<file path="src/rtl/border_gen_pkg.sv">
// Shared pixel-stream definitions for the vo_clk video pipeline stages.
// RGB888 packing, position counter widths and a clog2 helper.
package border_gen_pkg;

    localparam int PIX_W  = 24;
    localparam int FCNT_W = 8;
    localparam int MAX_DIM = 1920;

    // r occupies the MSBs of the 24-bit pixel word
    typedef struct packed {
        logic [7:0] r;
        logic [7:0] g;
        logic [7:0] b;
    } rgb_t;

    function automatic int clog2_f(input int v);
        int r;
        r = 0;
        for (int i = 0; i < 31; i++) begin
            if (((v - 1) >> i) != 0) r = i + 1;
        end
        return r;
    endfunction

    localparam int POS_W = clog2_f(MAX_DIM);

endpackage

</file>
<file path="src/rtl/vid_pos_cntr.sv">
// Pixel x/y tracker with eof > eol > req > vsync priority.
// Also keeps sticky line/frame length mismatch flags.
module vid_pos_cntr
    import border_gen_pkg::*;
#(
    parameter int H_ACTIVE = 640,
    parameter int V_ACTIVE = 480
) (
    input  logic             clk,
    input  logic             rst,
    input  logic             vsync,
    input  logic             req,
    input  logic             eol,
    input  logic             eof,
    output logic [POS_W-1:0] x,
    output logic [POS_W-1:0] y,
    output logic             line_err,
    output logic             frame_err
);

    localparam logic [POS_W-1:0] X_LAST = POS_W'(H_ACTIVE - 1);
    localparam logic [POS_W-1:0] Y_LAST = POS_W'(V_ACTIVE - 1);

    logic [POS_W-1:0] x_q, x_d;
    logic [POS_W-1:0] y_q, y_d;
    logic             line_err_q, line_err_d;
    logic             frame_err_q, frame_err_d;

    always_comb begin
        x_d         = x_q;
        y_d         = y_q;
        line_err_d  = line_err_q;
        frame_err_d = frame_err_q;
        if (req && eol && (x_q != X_LAST)) line_err_d = 1'b1;
        if (req && eof && ((x_q != X_LAST) || (y_q != Y_LAST))) frame_err_d = 1'b1;
        if (req && eof) begin
            x_d = '0;
            y_d = '0;
        end else if (req && eol) begin
            x_d = '0;
            y_d = (y_q == '1) ? y_q : y_q + POS_W'(1);
        end else if (req) begin
            x_d = (x_q == '1) ? x_q : x_q + POS_W'(1);
        end else if (vsync) begin
            x_d = '0;
            y_d = '0;
        end
    end

    always_ff @(posedge clk) begin
        if (rst) begin
            x_q         <= '0;
            y_q         <= '0;
            line_err_q  <= 1'b0;
            frame_err_q <= 1'b0;
        end else begin
            x_q         <= x_d;
            y_q         <= y_d;
            line_err_q  <= line_err_d;
            frame_err_q <= frame_err_d;
        end
    end

    assign x         = x_q;
    assign y         = y_q;
    assign line_err  = line_err_q;
    assign frame_err = frame_err_q;

endmodule

</file>
<file path="src/rtl/border_gen.sv">
// Solid (optionally blinking) border overlay on the vo_clk pixel stream.
// Config is shadowed at eof so a frame never tears; one cycle of latency.
module border_gen
    import border_gen_pkg::*;
#(
    parameter int H_ACTIVE  = 640,
    parameter int V_ACTIVE  = 480,
    parameter int BORDER_W  = 8,
    parameter int BLINK_BIT = 5
) (
    input  logic             vo_clk,
    input  logic             vo_reset,
    input  logic             in_vsync,
    input  logic             in_req,
    input  logic             in_eol,
    input  logic             in_eof,
    input  logic [PIX_W-1:0] in_pixel,
    input  logic             border_en,
    input  logic             blink_en,
    input  logic [PIX_W-1:0] border_color,
    output logic             out_vsync,
    output logic             out_req,
    output logic             out_eol,
    output logic             out_eof,
    output logic [PIX_W-1:0] out_pixel,
    output logic             line_err,
    output logic             frame_err
);

    localparam logic [POS_W-1:0] BW_L = POS_W'(BORDER_W);
    localparam logic [POS_W-1:0] X_RB = POS_W'(H_ACTIVE - BORDER_W);
    localparam logic [POS_W-1:0] Y_BB = POS_W'(V_ACTIVE - BORDER_W);

    logic [POS_W-1:0] x, y;

    logic              vsync_q, req_q, eol_q, eof_q;
    rgb_t              pixel_q, pixel_d;
    logic              sh_en_q, sh_en_d;
    logic              sh_blink_q, sh_blink_d;
    rgb_t              sh_color_q, sh_color_d;
    logic [FCNT_W-1:0] frame_cntr_q, frame_cntr_d;
    logic              first_q;
    logic              in_border, show, load;

    vid_pos_cntr #(
        .H_ACTIVE (H_ACTIVE),
        .V_ACTIVE (V_ACTIVE)
    ) u_pos (
        .clk       (vo_clk),
        .rst       (vo_reset),
        .vsync     (in_vsync),
        .req       (in_req),
        .eol       (in_eol),
        .eof       (in_eof),
        .x         (x),
        .y         (y),
        .line_err  (line_err),
        .frame_err (frame_err)
    );

    always_comb begin
        in_border = (x < BW_L) | (x >= X_RB) | (y < BW_L) | (y >= Y_BB);
        show      = sh_en_q & in_border & (~sh_blink_q | frame_cntr_q[BLINK_BIT]);
        load      = (in_req & in_eof) | first_q;

        pixel_d      = pixel_q;
        sh_en_d      = sh_en_q;
        sh_blink_d   = sh_blink_q;
        sh_color_d   = sh_color_q;
        frame_cntr_d = frame_cntr_q;

        if (in_req) pixel_d = show ? sh_color_q : rgb_t'(in_pixel);
        // first_q picks up the config that was set up while in reset
        if (load) begin
            sh_en_d    = border_en;
            sh_blink_d = blink_en;
            sh_color_d = rgb_t'(border_color);
        end
        if (in_req && in_eof) frame_cntr_d = frame_cntr_q + FCNT_W'(1);
    end

    always_ff @(posedge vo_clk) begin
        if (vo_reset) begin
            vsync_q      <= 1'b0;
            req_q        <= 1'b0;
            eol_q        <= 1'b0;
            eof_q        <= 1'b0;
            pixel_q      <= '0;
            sh_en_q      <= 1'b0;
            sh_blink_q   <= 1'b0;
            sh_color_q   <= '0;
            frame_cntr_q <= '0;
            first_q      <= 1'b1;
        end else begin
            vsync_q      <= in_vsync;
            req_q        <= in_req;
            eol_q        <= in_eol;
            eof_q        <= in_eof;
            pixel_q      <= pixel_d;
            sh_en_q      <= sh_en_d;
            sh_blink_q   <= sh_blink_d;
            sh_color_q   <= sh_color_d;
            frame_cntr_q <= frame_cntr_d;
            first_q      <= 1'b0;
        end
    end

    assign out_vsync = vsync_q;
    assign out_req   = req_q;
    assign out_eol   = eol_q;
    assign out_eof   = eof_q;
    assign out_pixel = pixel_q;

endmodule

</file>
<file path="config.mk">
export PLATFORM = sky130hd
export DESIGN_NAME = border_gen
export DESIGN_NICKNAME = d
export VERILOG_FILES = /design/src/rtl/border_gen_pkg.sv /design/src/rtl/vid_pos_cntr.sv /design/src/rtl/border_gen.sv
export SDC_FILE = /design/constraint.sdc
export NUM_CORES = 1
export LEC_CHECK = 0
export ABC_AREA = 1
export BUFFER_PORTS_ARGS = -buffer_cell sky130_fd_sc_hd__buf_2
export CAP_MARGIN = 15
export CORE_MARGIN = 1.5
export CORE_UTILIZATION = 40
export CTS_BUF_LIST = sky130_fd_sc_hd__clkbuf_4 sky130_fd_sc_hd__clkbuf_8
export DETAILED_ROUTE_END_ITERATION = 8
export RECOVER_POWER = 50
export SKIP_CTS_REPAIR_TIMING = 1
export SYNTH_ARGS = -nofsm -noshare
export SYNTH_HDL_FRONTEND = slang
export SYNTH_SLANG_ARGS = --single-unit
</file>
<file path="constraint.sdc">
create_clock -name vo_clk -period 2.1 [get_ports vo_clk]
set_input_delay 0 -clock vo_clk [delete_from_list [all_inputs] [get_ports vo_clk]]
set_output_delay 0 -clock vo_clk [all_outputs]
set_load 0.02 [all_outputs]
</file>
* Word level (Yosys, flattened, before mapping) *
Cells that the tools add are included.

word-level totals
  bits in registers = 87
  bits of input ports = 56
  output and inout port bits = 30

operators by class
  add/subtract/negate cells = 3
  magnitude comparators = 4
  equal/unequal tests = 7
  muxes and demuxes = 8
  bitwise gates (word level) = 9
  reduce and logical (&&, ||, !) cells = 11

operators by type and width
  operator                                                                       count
  11-bit 2-to-1 mux                                                              6
  24-bit 2-to-1 mux                                                              1
  11-bit by 1-bit adder with 11-bit output, second input constant                2
  11-bit equality test, second input constant                                    2
  11-bit by 4-bit less-than comparator with 1-bit output, second input constant  2
  11-bit by 10-bit >= comparator with 1-bit output, second input constant        1
  11-bit by 9-bit >= comparator with 1-bit output, second input constant         1
  11-bit by 10-bit != test with 1-bit output, second input constant              1
  11-bit by 9-bit != test with 1-bit output, second input constant               1
  8-bit by 1-bit adder with 8-bit output, second input constant                  1
  1-bit OR                                                                       5
  1-bit logical AND                                                              4
  2-bit != test, second input constant                                           2
  2-bit nonzero test                                                             2
  1-bit bitwise AND                                                              3
  3-bit AND reduction                                                            1
  3-bit OR reduction                                                             1
  2-bit by 1-bit != test with 1-bit output, second input constant                1
  2-bit AND reduction                                                            1
  2-bit OR reduction                                                             1
  1-bit logical OR                                                               1
  1-bit 2-to-1 mux                                                               1
  1-bit inverter                                                                 1

* Longest topological paths before layout *
  word-level depth = 7
  gate-level depth with buffers = 12

* Modules after synthesis *
From an unflattened synthesis, not the netlist that was laid out.

second synthesis, totals
  cells, all modules = 576
  area total of the unflattened synthesis = 4022.6 um^2

by module, submodules not included
  module        instances  cells each  area each (um^2)
  border_gen    1          368         2618.8
  vid_pos_cntr  1          208         1403.8

* Least setup slack after synthesis *
OpenSTA, ideal clock, no wires.

  path type = flip-flop to flip-flop
  start = register u_pos.y_q[0], in the netlist u_pos.y[0]
  end = register u_pos.y_q[4], in the netlist u_pos.y[4]
  setup time = 0.115 ns
  arrival = 1.380 ns
  data required time = 1.985 ns
  setup slack = 0.604 ns
  cell stages (with the launch flop) = 12
  cell sequence = dfxtp_1 > ha_1 > nand2_1 > nor2_2 > nand2_1 > nor2_1 > nand2_1 > nand2_2 > nand2_2 > buf_6 > a31oi_1 > nor2_1

on the way
  cells in the longest elaborated chain, start to end = 3

ends and longest elaborated chain
  element                                                                           RTL line            source
  from (decl)                                                                       vid_pos_cntr.sv:25  logic [POS_W-1:0] y_q, y_d;
  from (signal assigned)                                                            vid_pos_cntr.sv:58  y_q <= y_d;
  11-bit by 1-bit adder with 11-bit output or 11-bit equality test (tied branches)  vid_pos_cntr.sv:41  y_d = (y_q == '1) ? y_q : y_q + POS_W'(1);
  11-bit 2-to-1 mux or 2-bit != test (tied branches)                                n/a
  11-bit 2-to-1 mux or 3-bit AND reduction (tied branches)                          n/a

Several ways; a longest one is shown, not always the timed one. The select of a mux whose other input is x is not followed.
A chain may end at the register's enable or synchronous reset.

==> qor.txt <==
reg2reg setup slack -> 330 ps
worst-case hold slack -> -68.3 ps
first-pass GRT wire length -> 15.4 mm
die area -> 10,200 um2
Placed Instance Area -> 4380 um2
antenna violations before repair -> 0
failing checks -> negative hold slack
leading area contributor after synthesis -> dfxtp_1
Initial Util -> 0.414
Port Buffers -> 85
fin. max-slew vios -> 0
row count -> 35
maximum vdd drop -> 292 uV
Synth cell types -> 36
Syn. warnings -> 0
reg2reg start -> u_pos.y[0]$_SDFFE_PP0P_
FF-to-FF End -> u_pos.y[5]$_SDFFE_PP0P_
CTS Buffer Depth -> 2
asr flop ratio synth -> 0
design area -> 4870 um2
area delta synth->final -> 26.6%
status -> complete, but fails checks
layout filler cell count -> 981
Worst EP required -> 2390 ps
final hold vios -> 20
total leakage power -> 2.12 nW
Avg Inst Size Synth -> 6.98 um2
Tcrit/Tclk final -> 0.865
total grt overflow -> 0
Finished Layout Cells -> 797
fmax -> 550 MHz
Die H -> 101 um
synthesized net count -> 612
top cells by area, synth -> dfxtp_1, nand2_1, a21oi_1, inv_1, nand3_1
Comb power frac -> 0.142
Worst Hold Launch -> border_color[9]
Final Power -> 3.41 mW
Psw -> 930 uW
H-tree levels -> 3
most frequent cells in the layout -> nand2_1, dfxtp_1, inv_1
Vias/cell -> 4.74
commonest non-fill, non-tap cell in the layout -> nand2_1
CTS sink cnt -> 85
share of power burned in registers -> 0.508
Via Count -> 3,780
Initial DRT Pass Iterations -> 4
Worst Setup Path Type -> in2reg
final setup vio count -> 0
clock share of power -> 0.351
CP Data Arrival Time -> 2100 ps
core area -> 9280 um2
share of the synthesized area in the top cell type -> 0.442
Detailed Place HPWL -> 6.40 mm
worst-skew pair later-pin latency -> 360 ps
Sw Share -> 0.273
root buffer cell -> clkbuf_8
Period minus WS final -> 1820 ps
Post-synth EDFFs -> 0
CTS Buf Count -> 9
GPL Wtd Cong -> 0.831
Multi-input gate area -> 1710 um2
Post-Route WL -> 9.56 mm
Critical Path Sink Type -> flip-flop
reg2reg path depth -> 12
clk_skew -> 10.9 ps
DRC Markers -> 0
HP Class -> in2reg
Hold Path End -> sh_color_q[9]$_SDFFE_PP0P_
crit path max fanout -> 33
Avg WL per Cell -> 12.0 um
worst-margin pin slew -> 751 ps
dominant synthesized flop cell -> dfxtp_1
n_diodes -> 0
TNS Setup -> 0 ps
CTS tree -> yes
Power Internal -> 2.48 mW
cell count after synthesis -> 551
share of layout cells above drive strength 1 -> 0.139
number of global-route vias before repair -> 3,379
largest net degree at the start of global routing -> 52
GRT Total Usage -> 0.191
max-cap violation count -> 0
pwr dens -> 701 nW/um2
Startpoint Class -> input port
die width -> 101 um
DRT iter0 DRCs -> 143
RSZ-0062 raised after global routing -> false
nets -> 724
dpl cells -> 748
clock-pin slew on the worst setup and hold paths -> 90 ps
Yosys reg bits -> 85
Storage cell area -> 1700 um2
relative max-transition margin -> 0.500
IO Pins -> 86
sequential area share after synthesis -> 0.442
post-route ant nets -> 0
Hold Crit Depth -> 3
post-synthesis instance area -> 3850 um2
fin util -> 0.525
[worst max-delay path, cell delays in order]
cell	delay (ps)
dlygate4sd3_1	530
clkbuf_1	110
clkbuf_2	450
inv_1	140
clkbuf_2	490
o21ai_0	210
a21oi_1	140
[power by group through the flow]
stage               Combinational, mW  Clock, mW  Sequential [mW]
floorplan                       0.249          0             1.81
global placement                0.443          0             1.77
detailed placement              0.449          0             1.77
CTS                             0.451       1.23             1.73
global route                    0.549       1.29             1.74
finish                          0.483       1.20             1.73
[kinds of logic after synthesis]
family,synth area share
compound gates,0.156
simple gates,0.260
flops,0.442
xor+xnor,0.00911
fa+ha+maj,0.0163
buf+inv,0.115
[synth_stat cells, types with 2 or more instances]
cell type / instances
nand2_1: 101
dfxtp_1: 85
inv_1: 80
a21oi_1: 70
nand3_1: 58
nor2_1: 53
o21ai_0: 37
clkbuf_1: 13
buf_2: 6
nor3_1: 6
ha_1: 5
buf_6: 3
nand2_2: 3
nand4_1: 3
xor2_1: 3
a31oi_1: 2
buf_1: 2
inv_2: 2
nand3b_1: 2
[sequential cells by signal (all words and copies together), names as in the netlist, 6 cells and up]
name,count
u_pos.y,11
u_pos.x,11
frame_cntr_q,6
out_pixel,24
sh_color_q,24
[per-stage QoR]
stage                     hold slack (ps)  setup slack (ps)
after detailed placement              229               365
final                               -68.3               283
after global routing                 2.34              65.0
after global placement                219               407
after floorplan                      27.7               604
after CTS                            -157               347
[area by class of cell]
class                   instances  share of cell area
multi-input cells             357               0.352
clock inverters                 5              0.0123
well taps                     129              0.0331
clock buffers                  11              0.0298
inverters                      84              0.0650
repair buffers                126               0.159
flip-flops and latches         85               0.349
[worst max path at each step]
stage	from	to	slack, ps	depth (start not counted)
after floorplan	u_pos.y[0]$_SDFFE_PP0P_	u_pos.y[4]$_SDFFE_PP0P_	600	11
after global placement	u_pos.y[0]$_SDFFE_PP0P_	u_pos.y[5]$_SDFFE_PP0P_	410	12
final	vo_reset	sh_color_q[2]$_SDFFE_PP0P_	280	7
after detailed placement	u_pos.y[0]$_SDFFE_PP0P_	u_pos.y[5]$_SDFFE_PP0P_	360	12
after global routing	vo_reset	sh_color_q[9]$_SDFFE_PP0P_	70	7
after CTS	u_pos.y[0]$_SDFFE_PP0P_	u_pos.y[5]$_SDFFE_PP0P_	350	12
[layer usage]
metal / wire [um] / up-vias / GRT usage
met1: 4570 / 1702 / 0.243
met4: 238 / 0 / 0.0951
met3: 310 / 19 / 0.0270
met5: 0 / - / 0
met2: 4440 / 86 / 0.317
li1: - / 1973 / -
Note: power is estimated with default switching activity, not from simulation.
